`src/rtl/serial_adder_pkg.sv`:
```
// Shared types and constants for the bit-serial adder.
// Subtract support is enabled by defining SERIAL_ADDER_SUB_EN.
package serial_adder_pkg;

  typedef enum logic [1:0] {
    IDLE  = 2'd0,
    SHIFT = 2'd1,
    DONE  = 2'd2
  } serial_adder_state_t;

  localparam int unsigned MIN_WIDTH = 2;

  // Bit counter only has to reach WIDTH-1.
  function automatic int unsigned cnt_w(input int unsigned w);
    return (w < MIN_WIDTH) ? 1 : $clog2(w);
  endfunction

endpackage

```
`src/rtl/serial_adder_if.sv`:
```
// Operand and result handshakes of serial_adder; master drives operands, slave is the adder.
// The in_sub signal exists only when SERIAL_ADDER_SUB_EN is defined.
interface serial_adder_if #(
  parameter int unsigned WIDTH = 8
);
  logic             in_valid;
  logic             in_ready;
  logic [WIDTH-1:0] in_a;
  logic [WIDTH-1:0] in_b;
`ifdef SERIAL_ADDER_SUB_EN
  logic             in_sub;
`endif
  logic             out_valid;
  logic             out_ready;
  logic [WIDTH-1:0] out_sum;
  logic             out_carry;

`ifdef SERIAL_ADDER_SUB_EN
  modport master (
    output in_valid, in_a, in_b, in_sub, out_ready,
    input  in_ready, out_valid, out_sum, out_carry
  );
  modport slave (
    input  in_valid, in_a, in_b, in_sub, out_ready,
    output in_ready, out_valid, out_sum, out_carry
  );
`else
  modport master (
    output in_valid, in_a, in_b, out_ready,
    input  in_ready, out_valid, out_sum, out_carry
  );
  modport slave (
    input  in_valid, in_a, in_b, out_ready,
    output in_ready, out_valid, out_sum, out_carry
  );
`endif

endinterface

```
`src/rtl/serial_fa_cell.sv`:
```
// Combinational 1-bit full adder; the only arithmetic gate in the serial adder.
module serial_fa_cell (
  input  logic a_i,
  input  logic b_i,
  input  logic cin_i,
  output logic s_o,
  output logic cout_o
);

  logic p;

  assign p      = a_i ^ b_i;
  assign s_o    = p ^ cin_i;
  assign cout_o = (a_i & b_i) | (cin_i & p);

endmodule

```
`src/rtl/serial_adder.sv`:
```
// Bit-serial WIDTH-bit adder: one full-adder cell, LSB first, WIDTH shift cycles per result.
// Define SERIAL_ADDER_SUB_EN to add the in_sub (A-B) mode.
module serial_adder
  import serial_adder_pkg::*;
#(
  parameter int unsigned WIDTH = 8
) (
  input  logic           clk,
  input  logic           rst_n,
  serial_adder_if.slave  bus
);

  localparam int unsigned     CW   = cnt_w(WIDTH);
  localparam logic [CW-1:0]   LAST = CW'(WIDTH - 1);

  serial_adder_state_t state_q, state_d;

  logic [CW-1:0]    cnt_q,   cnt_d;
  logic [WIDTH-1:0] a_q,     a_d;
  logic [WIDTH-1:0] b_q,     b_d;
  logic [WIDTH-1:0] sum_q,   sum_d;
  logic             carry_q, carry_d;
  logic             cout_q,  cout_d;

  logic acc, shift_en, sub;
  logic fa_s, fa_c;

`ifdef SERIAL_ADDER_SUB_EN
  assign sub = bus.in_sub;
`else
  assign sub = 1'b0;
`endif

  serial_fa_cell u_fa (
    .a_i    (a_q[0]),
    .b_i    (b_q[0]),
    .cin_i  (carry_q),
    .s_o    (fa_s),
    .cout_o (fa_c)
  );

  always_ff @(posedge clk or negedge rst_n) begin
    if (!rst_n) state_q <= IDLE;
    else        state_q <= state_d;
  end

  always_comb begin
    state_d = state_q;
    case (state_q)
      IDLE:    if (bus.in_valid)   state_d = SHIFT;
      SHIFT:   if (cnt_q == LAST)  state_d = DONE;
      DONE:    if (bus.out_ready)  state_d = IDLE;
      default:                     state_d = IDLE;
    endcase
  end

  // in_ready is masked by reset because state_q already reads IDLE while rst_n is low.
  always_comb begin
    bus.in_ready  = rst_n & (state_q == IDLE);
    bus.out_valid = (state_q == DONE);
    shift_en      = (state_q == SHIFT);
    acc           = (state_q == IDLE) & bus.in_valid;
  end

  // Carry-out has its own flop so arming carry_q at acceptance never disturbs out_carry.
  always_comb begin
    cnt_d   = cnt_q;
    a_d     = a_q;
    b_d     = b_q;
    sum_d   = sum_q;
    carry_d = carry_q;
    cout_d  = cout_q;
    if (acc) begin
      a_d     = bus.in_a;
      b_d     = sub ? ~bus.in_b : bus.in_b;
      carry_d = sub;
      cnt_d   = '0;
    end else if (shift_en) begin
      a_d     = a_q >> 1;
      b_d     = b_q >> 1;
      sum_d   = {fa_s, sum_q[WIDTH-1:1]};
      carry_d = fa_c;
      cout_d  = fa_c;
      cnt_d   = cnt_q + 1'b1;
    end
  end

  always_ff @(posedge clk or negedge rst_n) begin
    if (!rst_n) begin
      cnt_q   <= '0;
      a_q     <= '0;
      b_q     <= '0;
      sum_q   <= '0;
      carry_q <= 1'b0;
      cout_q  <= 1'b0;
    end else begin
      cnt_q   <= cnt_d;
      a_q     <= a_d;
      b_q     <= b_d;
      sum_q   <= sum_d;
      carry_q <= carry_d;
      cout_q  <= cout_d;
    end
  end

  assign bus.out_sum   = sum_q;
  assign bus.out_carry = cout_q;

endmodule

```
`src/flat_wrapper.sv`:
```
// flat-port wrapper written by rule: the top's interface ports become plain ports
module serial_adder_flat import serial_adder_pkg::*;
#(
  parameter int unsigned WIDTH = 8
)
  (clk, rst_n, bus_in_valid, bus_in_a, bus_in_b, bus_out_ready, bus_in_ready, bus_out_valid, bus_out_sum, bus_out_carry);
  serial_adder_if #(.WIDTH(WIDTH)) bus_i ();
  input  logic clk;
  input  logic rst_n;
  input wire logic [$bits(bus_i.in_valid)-1:0] bus_in_valid;
  input wire logic [$bits(bus_i.in_a)-1:0] bus_in_a;
  input wire logic [$bits(bus_i.in_b)-1:0] bus_in_b;
  input wire logic [$bits(bus_i.out_ready)-1:0] bus_out_ready;
  output wire logic [$bits(bus_i.in_ready)-1:0] bus_in_ready;
  output wire logic [$bits(bus_i.out_valid)-1:0] bus_out_valid;
  output wire logic [$bits(bus_i.out_sum)-1:0] bus_out_sum;
  output wire logic [$bits(bus_i.out_carry)-1:0] bus_out_carry;
  assign bus_i.in_valid = bus_in_valid;
  assign bus_i.in_a = bus_in_a;
  assign bus_i.in_b = bus_in_b;
  assign bus_i.out_ready = bus_out_ready;
  assign bus_in_ready = bus_i.in_ready;
  assign bus_out_valid = bus_i.out_valid;
  assign bus_out_sum = bus_i.out_sum;
  assign bus_out_carry = bus_i.out_carry;
  serial_adder #(.WIDTH(WIDTH)) u_core (.clk(clk), .rst_n(rst_n), .bus(bus_i));
endmodule
```
`config.mk`:
```
export PLATFORM = sky130hd
export DESIGN_NAME = serial_adder_flat
export DESIGN_NICKNAME = d
export VERILOG_FILES = /design/src/rtl/serial_adder_pkg.sv /design/src/rtl/serial_adder_if.sv /design/src/rtl/serial_fa_cell.sv /design/src/rtl/serial_adder.sv /design/src/flat_wrapper.sv
export SDC_FILE = /design/constraint.sdc
export NUM_CORES = 1
export LEC_CHECK = 0
export CAP_MARGIN = 0
export CORE_MARGIN = 10
export CORE_UTILIZATION = 40
export CTS_CLUSTER_SIZE = 40
export DETAILED_ROUTE_END_ITERATION = 8
export PLACE_DENSITY = 0.64
export SYNTH_ARGS = -nofsm -noshare
export SYNTH_HDL_FRONTEND = slang
export SYNTH_SLANG_ARGS = --single-unit
```
`constraint.sdc`:
```
create_clock -name clk -period 2 [get_ports clk]
set_input_delay 0.4 -clock clk [delete_from_list [all_inputs] [get_ports clk]]
set_output_delay 0.4 -clock clk [all_outputs]
set_load 0.05 [all_outputs]
```
==> results of run 1 <==
==> routing by layer <==
metal | track usage, % | part of all wire (%) | up-vias
li1 | - | - | 541
met1 | 11.3 | 43 | 536
met2 | 18.3 | 51 | 28
met3 | 3.99 | 4.5 | 6
met4 | 5.02 | 1.8 | 0
met5 | 0 | 0 | -
==> sequential cells by signal, indices dropped and copies added, names as in the netlist <==
signal / cells
u_core.a_q: 8
u_core.b_q: 8
u_core.bus.out_carry: 1
u_core.bus.out_sum: 8
u_core.carry_q: 1
u_core.cnt_q: 3
u_core.state_q: 2
==> cells by family after synthesis <==
family                   count (synthesis)
AO/OA/AOI/OAI                           45
adder cells (fa/ha/maj)                  3
buffers and inverters                   14
flip-flops                              31
AND/OR/NAND/NOR                         40
==> metrics by stage <==
step                area [sq um]  cells
floorplan                   1360    133
global placement            1710    204
detailed placement          1710    204
CTS                         1780    212
global route                1780    212
finish                      1780    212
==> synthesized netlist by cell type <==
master and n:
inv_2 1, o22ai_1 22, nor2_2 1, nand2_1 31, inv_1 4, buf_2 3
a21oi_1 9, dfrtp_1 31, o32ai_1 1, clkbuf_2 1, buf_4 5, fa_1 1
ha_1 2, o21bai_1 1, nor2_1 2, nand2b_1 4, and3_1 1, nor2b_1 1
o21ai_0 2, a22o_1 2, a2bb2oi_1 6, o31ai_1 2
==> cell type report <==
cell class                      instances  area share, %
Inverter                                5           1.06
Timing Repair Buffer                   34           19.7
Clock buffer                            8           3.87
Sequential cell                        31           43.6
Tap cell                               46           3.24
Multi-Input combinational cell         88           28.5
==> worst reg2reg max path: cells and delay by family (launching register included) <==
family             cells  cell delay (ps)
AOI/OAI and AO/OA      2              360
DFF                    1              480
and+or+nand+nor        1              590
==> power groups by stage <==
| stage | Clock [mW] | Sequential (mW) | Combinational [mW] |
|---|---|---|---|
| 2_1_floorplan | 0 | 1.37 | 0.762 |
| 3_3_place_gp | 0 | 1.13 | 1.35 |
| 3_5_place_dp | 0 | 1.15 | 1.38 |
| 4_1_cts | 0.421 | 1.14 | 1.38 |
| 5_1_grt | 0.446 | 1.18 | 1.51 |
| 6_report | 0.399 | 1.14 | 1.36 |
==> worst paths after layout <==
path                                        from                    end  cells after the start
max                        u_core.bus.out_sum[6]         bus_out_sum[6]                      1
min                        u_core.bus.out_sum[0]  u_core.bus.out_sum[0]                      2
max reg2reg                    u_core.state_q[1]          u_core.a_q[2]                      3
min reg2reg                u_core.bus.out_sum[0]  u_core.bus.out_sum[0]                      2
max in group asynchronous                  rst_n          u_core.b_q[5]                      2
min in group asynchronous                  rst_n  u_core.bus.out_sum[6]                      2
==> metrics.md, run 1 <==
| Metric | Value |
|---|---|
| Gp weighted congestion | `~0.69` |
| Worst path top cell family by delay | `buffers and inverters` |
| Sum Neg Setup Slack | `0 ps` |
| Gate Count Post-Synth | `133` |
| Worst hold path type | `reg2reg` |
| Drt first pass iters | `4` |
| DRT antenna net count | `0` |
| Final setup viols | `0` |
| Worst Setup End Kind | `output port` |
| Skew-Pair Late Insertion Delay | `320 ps` |
| Slowest CP cell | `clkdlybuf4s50_1` |
| R2R setup slack | `roughly 510 ps` |
| Int Pwr | `between 1.5 and 2 mW` |
| Peak VDD IR | `654 uV` |
| Rel. slew slack | `between 50% and 60%` |
| Worst Tran Pin Value | `about 700 ps` |
| Sequential element share of the synthesized area | `between 50% and 60%` |
| Clock Skew | `~6.4 ps` |
| Yosys warning count | `0` |
| Register area | `about 780 sq um` |
| Multiplexer share of the synthesized area | `0%` |
| Reg power frac | `around two fifths` |
| First-pass GRT wire length | `approximately 5.3 mm` |
| Top-Level Pins | `31` |
| Area contributors post-synth | `dfrtp_1 57%, o22ai_1 10%, nand2_1 8.6%` |
| Gr usage total | `about a tenth` |
| Die Wd | `78.3 um` |
| Distinct cell type count after synthesis | `22` |
| Net count after synthesis | `156` |
| Final worst hold slack | `about 480 ps` |
| Std cell rows | `21` |
| Arrival @ worst endpoint | `1520 ps` |
| Setup CP Type | `reg2out` |
| Max-cap violations | `0` |
| Final Util | `a little over half` |
| Slew Viols, Final | `0` |
| PostCTS Resize Cnt | `0` |
| Vias in the first global route | `approximately 1200` |
| Drc violations | `0` |
| Overflow after GRT | `0` |
| Switch Pwr | `1.21 mW` |
| Max H-tree Level | `2` |
| Die H | `about 78 um` |
| Post-synthesis simple-gate area fraction | `roughly an eighth` |
| Clock tree root buffer cell | `clkbuf_4` |
| Core area | `about 0.0033 sq mm` |
| Drt via density | `about 5.2` |
| Pre-CTS setup slack | `between 200 and 300 ps` |
| Final hold violation count | `0` |
| Clk slew on worst S/H paths | `90 ps` |
| Critical Path RT | `approximately 1600 ps` |
| CTS Sinks | `31` |
| PwrDens | `between 1500 and 2000 mW/mm^2` |
| Nets@finish | `188` |
| Synthesized flop and latch total | `31` |
| Initial antenna violation count | `0` |
| Fillers | `between 300 and 400` |
| CTS Hold Buffers Added | `0` |
| F_max | `520 MHz` |
| Largest net degree at the start of global routing | `32` |
| Unrepaired setup endpoints after global routing | `false` |
| Period Utilization, post-route | `96.1%` |
| Crit path launch type | `register` |
| Die area | `0.00613 sq mm` |
| Layout cells sized above 1 | `between 9 and 10%` |
| Commonest non-fill, non-tap cells in the layout | `31 x nand2_1, 31 x dfrtp_1, 28 x clkdlybuf4s50_1` |
| Routed len/inst | `14.5 um` |
| CP Buf/Inv Count | `1` |
| Post-synth top area cell | `dfrtp_1` |
| Area grow syn2layout | `30.8%` |
| PnR worst setup slack | `just under 80 ps` |
| 1st-iter DRT viols | `42` |
| Postcts setup bufs | `0` |
| HPWL Detailed | `2.22 mm` |
| CP cell instances | `clkdlybuf4s50_1` |
| Mapped cell area | `between 0.001 and 0.0015 sq mm` |
| Port bufs | `30` |
| Power Total | `between 2 and 3 mW` |
| Sw Share | `a little over two fifths` |
| Largest stage delay, worst path | `just over 800 ps` |
| Post-Synth Adder-Cell Area | `roughly 3.3%` |
| Starting Density | `about 41%` |
| Max clock buf depth | `2` |
| Post-Route WL | `between 3 and 4 mm` |
| Compound-Gate Fraction of Synth Area | `between 20% and 30%` |
| CTS tree | `done` |
| Crit Path Max Fanout | `3` |
| Logic pwr share | `~47%` |
| Antenna Cells | `0` |
| Clock share of power | `between 10 and 15%` |
| Vias | `around 1100` |
| Area of the multi-input gates | `between 500 and 600 sq um` |
| CTS Buf Count | `5` |
| Status | `finished clean` |
| Avg Cell Area, Syn | `between 10 and 15 sq um` |
| Largest family of logic cells by synthesized area | `compound AO/OA/AOI/OAI gates` |
| Top cell type's share of synthesized area | `a little under three fifths` |
| Leak | `0.789 nW` |
| Xor/xnor share of the synthesized area | `0%` |
| Min Tclk post-route | `slightly below 2000 ps` |
Note: power is estimated with default switching activity, not from simulation.
==> run 2: changes to the inputs <==
--- a/config.mk
+++ b/config.mk
@@ -6,7 +6,6 @@
 export NUM_CORES = 1
 export LEC_CHECK = 0
 export CAP_MARGIN = 0
-export CORE_MARGIN = 10
 export CORE_UTILIZATION = 40
 export CTS_CLUSTER_SIZE = 40
 export DETAILED_ROUTE_END_ITERATION = 8
==> run 2 against run 1 <==
Net effect: worst setup slack better by 6.8 ps; count of clock-buffer cells in the layout unchanged; non-clock buffer count stayed put; cell area is 0.14% lower; global-route usage grew 7.5 points; power increased by 0.52%; combinational power about the same; fmax up 0.36%; sequential power about the same.
==> metrics.md, run 2 (synthesis results as in run 1) <==
| Metric | Value |
|---|---|
| Status | `finished clean (unchanged)` |
| Crit Path Max Fanout | `3 (unchanged)` |
| Vias in the first global route | `1062 (was 1182)` |
| First-pass GRT wire length | `4.73 mm (was 5.31 mm)` |
| PnR worst setup slack | `84.7 ps (was 77.8 ps)` |
| Period Utilization, post-route | `95.8% (was 96.1%)` |
| Final Util | `56.8% (was 53.7%)` |
| Overflow after GRT | `0 (unchanged)` |
| Slowest CP cell | `clkdlybuf4s50_1 (unchanged)` |
| CTS Hold Buffers Added | `0 (unchanged)` |
| Max clock buf depth | `2 (unchanged)` |
| Nets@finish | `188 (unchanged)` |
| Starting Density | `43.4% (was 41.0%)` |
| Critical Path RT | `1600 ps (about the same)` |
| Port bufs | `30 (unchanged)` |
| Gr usage total | `18.2% (was 10.7%)` |
| Largest net degree at the start of global routing | `32 (unchanged)` |
| Peak VDD IR | `652 uV (was 654 uV)` |
| Drc violations | `0 (unchanged)` |
| Top-Level Pins | `31 (unchanged)` |
| Leak | `0.789 nW (unchanged)` |
| Antenna Cells | `0 (unchanged)` |
| Die Wd | `60.3 um (was 78.3 um)` |
| Worst Tran Pin Value | `656 ps (was 687 ps)` |
| Clock Skew | `9.07 ps (was 6.41 ps)` |
| Commonest non-fill, non-tap cells in the layout | `31 x nand2_1, 31 x dfrtp_1, 28 x clkdlybuf4s50_1 (unchanged)` |
| Crit path launch type | `register (unchanged)` |
| Rel. slew slack | `56.3% (was 54.2%)` |
| Clock tree root buffer cell | `clkbuf_4 (unchanged)` |
| Sum Neg Setup Slack | `0 ps (unchanged)` |
| Die area | `0.00363 sq mm (was 0.00613 sq mm)` |
| Slew Viols, Final | `0 (unchanged)` |
| DRT antenna net count | `0 (unchanged)` |
| Worst Setup End Kind | `output port (unchanged)` |
| CTS Buf Count | `5 (unchanged)` |
| CTS tree | `done (unchanged)` |
| Layout cells sized above 1 | `9.04% (unchanged)` |
| Initial antenna violation count | `0 (unchanged)` |
| Final Instance Area | `0.00178 sq mm (about the same)` |
| Core area | `0.00313 sq mm (was 0.00331 sq mm)` |
| Post-Route WL | `2.85 mm (was 3.08 mm)` |
| Die H | `60.3 um (was 78.3 um)` |
| Drt first pass iters | `5 (was 4)` |
| Largest stage delay, worst path | `810 ps (was 820 ps)` |
| Drt via density | `5.37 (was 5.24)` |
| Routed len/inst | `13.6 um (was 14.5 um)` |
| 1st-iter DRT viols | `78 (was 42)` |
| CP cell instances | `clkdlybuf4s50_1 (unchanged)` |
| PostCTS Resize Cnt | `0 (unchanged)` |
| Max H-tree Level | `2 (unchanged)` |
| Vias | `1128 (was 1111)` |
| CTS Sinks | `31 (unchanged)` |
| Final setup viols | `0 (unchanged)` |
| Clk slew on worst S/H paths | `100 ps (was 90 ps)` |
| Std cell rows | `20 (was 21)` |
| CP Launch Point | `u_core.bus.out_sum[1] (was u_core.bus.out_sum[6])` |
| Worst path top cell family by delay | `buffers and inverters (unchanged)` |
| Min Tclk post-route | `1920 ps (about the same)` |
| Worst r2r src | `u_core.state_q[1] (unchanged)` |
| PwrDens | `1640 mW/mm^2 (was 1630 mW/mm^2)` |
| Unrepaired setup endpoints after global routing | `false (unchanged)` |
| Arrival @ worst endpoint | `1520 ps (about the same)` |
| Pre-CTS setup slack | `296 ps (was 298 ps)` |
| Non-filler cells, final | `210 (was 212)` |
| Skew-Pair Late Insertion Delay | `320 ps (about the same)` |
| Area after DPL | `0.00171 sq mm (about the same)` |
| CP Buf/Inv Count | `1 (unchanged)` |
| Worst hold path type | `in2async (was reg2reg)` |
| Area grow syn2layout | `30.7% (was 30.8%)` |
| Gp weighted congestion | `0.749 (was 0.691)` |
| Postcts setup bufs | `0 (unchanged)` |
| Final hold violation count | `0 (unchanged)` |
| Max-cap violations | `0 (unchanged)` |
| HPWL Detailed | `1.92 mm (was 2.22 mm)` |
| F_max | `522 MHz (was 520 MHz)` |
| Placed instance count | `202 (was 204)` |
| Setup CP Type | `reg2out (unchanged)` |
-- run 2: area by class of cell --
type                       count  area [sq um]
fill                         289          1350
sequential                    31           776
multi-input combinational     88           507
timing repair buffer          34           350
clock buffer                   8          68.8
tap                           44          55.1
inverter                       5          18.8
-- run 2: worst paths after layout --
check	end	cells after the start	slack, ps
worst min register to register	u_core.bus.out_sum[0]	2	480
worst min-delay path	u_core.a_q[5]	2	470
worst max register to register	u_core.a_q[4]	3	550
min in group clk	u_core.bus.out_sum[0]	2	480
worst max-delay path	bus_out_sum[1]	1	80
max in group asynchronous	u_core.cnt_q[0]	2	1240
-- run 2: where the power goes --
group / internal [mW] / switching (mW)
sequential: 0.918 / 0.222
clock: 0.207 / 0.200
combinational: 0.562 / 0.802
total: 1.69 / 1.22
-- run 2: per-layer routing --
layer	up-vias	global-route usage [%]	share of wire [%]
met5	-	0	0
met4	0	8.31	0.84
met3	4	5.84	6.2
met2	41	26.2	47
met1	546	24.8	46
li1	537	-	-
-- run 2: stage by stage --
| step | hold slack [ps] | power (mW) |
|---|---|---|
| floorplan | 104 | 2.13 |
| global placement | 460 | 2.48 |
| detailed placement | 472 | 2.52 |
| CTS | 478 | 2.94 |
| global route | 526 | 3.13 |
| finish | 474 | 2.91 |
==> run 3: changes to the inputs <==
--- a/config.mk
+++ b/config.mk
@@ -6,10 +6,12 @@
 export NUM_CORES = 1
 export LEC_CHECK = 0
 export CAP_MARGIN = 0
+export CORE_ASPECT_RATIO = 1.75
 export CORE_UTILIZATION = 40
 export CTS_CLUSTER_SIZE = 40
 export DETAILED_ROUTE_END_ITERATION = 8
-export PLACE_DENSITY = 0.64
+export PLACE_DENSITY = 0.66
+export RECOVER_POWER = 100
 export SYNTH_ARGS = -nofsm -noshare
 export SYNTH_HDL_FRONTEND = slang
 export SYNTH_SLANG_ARGS = --single-unit
==> run 3 against run 2 <==
Net effect: non-clock buffer count unchanged; clock skew shrank 5.2 ps; first-iteration DRC count decreased by 83%; global-route usage grew 1.2 points; largest cell class unchanged.
==> metrics.md, run 3 (synthesis results as in run 1) <==
| Metric | Value |
|---|---|
| Status | `finished clean (unchanged)` |
| Setup CP Type | `reg2out (unchanged)` |
| Crit path launch type | `register (unchanged)` |
| CTS Sinks | `31 (unchanged)` |
| CTS Buf Count | `5 (unchanged)` |
| Core area | `0.00318 sq mm (was 0.00313 sq mm)` |
| Largest net degree at the start of global routing | `32 (unchanged)` |
| Min Tclk post-route | `1920 ps (about the same)` |
| Final setup viols | `0 (unchanged)` |
| Crit Path Max Fanout | `3 (unchanged)` |
| Nets@finish | `188 (unchanged)` |
| DRT antenna net count | `0 (unchanged)` |
| Leak | `0.800 nW (was 0.789 nW)` |
| CTS Hold Buffers Added | `0 (unchanged)` |
| Arrival @ worst endpoint | `1520 ps (about the same)` |
| Period Utilization, post-route | `96.2% (was 95.8%)` |
| Clock tree root buffer cell | `clkbuf_8 (was clkbuf_4)` |
| Sum Neg Setup Slack | `0 ps (unchanged)` |
| Worst Hold End | `u_core.bus.out_sum[0]` |
| Overflow after GRT | `0 (unchanged)` |
| Clk slew on worst S/H paths | `60 ps (was 100 ps)` |
| Layout cells sized above 1 | `7.83% (was 9.04%)` |
| Commonest non-fill, non-tap cells in the layout | `31 x nand2_1, 31 x dfrtp_1, 22 x o22ai_1 (was 31 x nand2_1, 31 x dfrtp_1, 28 x clkdlybuf4s50_1)` |
| Port bufs | `30 (unchanged)` |
| Worst Tran Pin Value | `768 ps (was 656 ps)` |
| Final Util | `55.7% (was 56.8%)` |
| Worst r2r dst | `u_core.a_q[2] (was u_core.a_q[4])` |
| Antenna Cells | `0 (unchanged)` |
| Max H-tree Level | `2 (unchanged)` |
| Initial antenna violation count | `0 (unchanged)` |
| Max-cap violations | `0 (unchanged)` |
| Worst r2r src | `u_core.state_q[1] (unchanged)` |
| PostCTS Resize Cnt | `0 (unchanged)` |
| Largest stage delay, worst path | `880 ps (was 810 ps)` |
| R2R setup slack | `510 ps (was 550 ps)` |
| Drt first pass iters | `4 (was 5)` |
| HPWL Detailed | `2.08 mm (was 1.92 mm)` |
| Skew-Pair Late Insertion Delay | `280 ps (was 320 ps)` |
| Routed len/inst | `14.3 um (was 13.6 um)` |
| Slew Viols, Final | `0 (unchanged)` |
| Rel. slew slack | `48.8% (was 56.3%)` |
| Die H | `79.1 um (was 60.3 um)` |
| Worst hold path type | `reg2reg (was in2async)` |
| Unrepaired setup endpoints after global routing | `false (unchanged)` |
| Vias | `1125 (was 1128)` |
| Std cell rows | `27 (was 20)` |
| Starting Density | `42.8% (was 43.4%)` |
| CP cell instances | `dlygate4sd3_1 (was clkdlybuf4s50_1)` |
| Area grow syn2layout | `30.2% (was 30.7%)` |
| F_max | `520 MHz (was 522 MHz)` |
| WHS Path Cells | `2` |
| Gr usage total | `19.4% (was 18.2%)` |
| Gp weighted congestion | `0.714 (was 0.749)` |
| Max clock buf depth | `2 (unchanged)` |
| Die area | `0.00364 sq mm (was 0.00363 sq mm)` |
| Min-delay src | `u_core.bus.out_sum[0]` |
| Die Wd | `46.1 um (was 60.3 um)` |
| Worst path top cell family by delay | `buffers and inverters (unchanged)` |
| Top-Level Pins | `31 (unchanged)` |
| R2R cell count | `3 (unchanged)` |
| Peak VDD IR | `861 uV (was 652 uV)` |
| Critical Path RT | `1600 ps (about the same)` |
| Drt via density | `5.38 (was 5.37)` |
| Drc violations | `0 (unchanged)` |
| First-pass GRT wire length | `5.00 mm (was 4.73 mm)` |
| PwrDens | `1690 mW/mm^2 (was 1640 mW/mm^2)` |
| CTS tree | `done (unchanged)` |
| CP Depth | `1 (unchanged)` |
| Post-Route WL | `2.98 mm (was 2.85 mm)` |
| 1st-iter DRT viols | `13 (was 78)` |
| Vias in the first global route | `1143 (was 1062)` |
| Worst Setup End Kind | `output port (unchanged)` |
| Final hold violation count | `0 (unchanged)` |
| Postcts setup bufs | `0 (unchanged)` |
| Power Total | `2.99 mW (was 2.91 mW)` |
| CP Buf/Inv Count | `1 (unchanged)` |
| Clock Skew | `3.85 ps (was 9.07 ps)` |
| Slowest CP cell | `dlygate4sd3_1 (was clkdlybuf4s50_1)` |
==> run 3: cell type report <==
class | instances | area (sq um)
Tap cell | 43 | 53.8
Timing Repair Buffer | 34 | 317
Sequential cell | 31 | 776
Fill cell | 312 | 1410
Multi-Input combinational cell | 88 | 504
Clock buffer | 8 | 100
Inverter | 5 | 18.8
==> run 3: stage by stage <==
stage / cells / setup slack (ps) / hold slack, ps / area, sq um
global placement: 201 / 310 / 461 / 1710
detailed placement: 201 / 308 / 470 / 1710
global route: 209 / 32.1 / 521 / 1770
finish: 209 / 75.6 / 471 / 1770
floorplan: 133 / 264 / 104 / 1360
CTS: 209 / 119 / 485 / 1810
==> run 3: worst max path at each step <==
| stage | start | endpoint | slack (ps) |
|---|---|---|---|
| floorplan | u_core.state_q[1] | bus_out_valid | 260 |
| global placement | rst_n | bus_in_ready | 310 |
| detailed placement | bus_in_valid | u_core.a_q[5] | 310 |
| CTS | u_core.bus.out_sum[6] | bus_out_sum[6] | 120 |
| global route | u_core.bus.out_sum[6] | bus_out_sum[6] | 30 |
| finish | u_core.bus.out_sum[5] | bus_out_sum[5] | 80 |
==> run 3: layer usage <==
metal,share of wire [%],global-route usage (%),wire [um],vias up
li1,-,-,-,536
met1,40,21.8,1200,551
met2,53,31.8,1590,30
met3,3.9,4.77,116,8
met4,2.6,10.6,78,0
met5,0,0,0,-
==> run 3: power breakdown <==
group	internal [mW]	switching [mW]	total, mW	leakage (nW)
registers	0.921	0.225	1.15	0.372
clock network	0.314	0.225	0.538	0.0515
logic	0.515	0.793	1.31	0.377
total	1.75	1.24	2.99	0.800
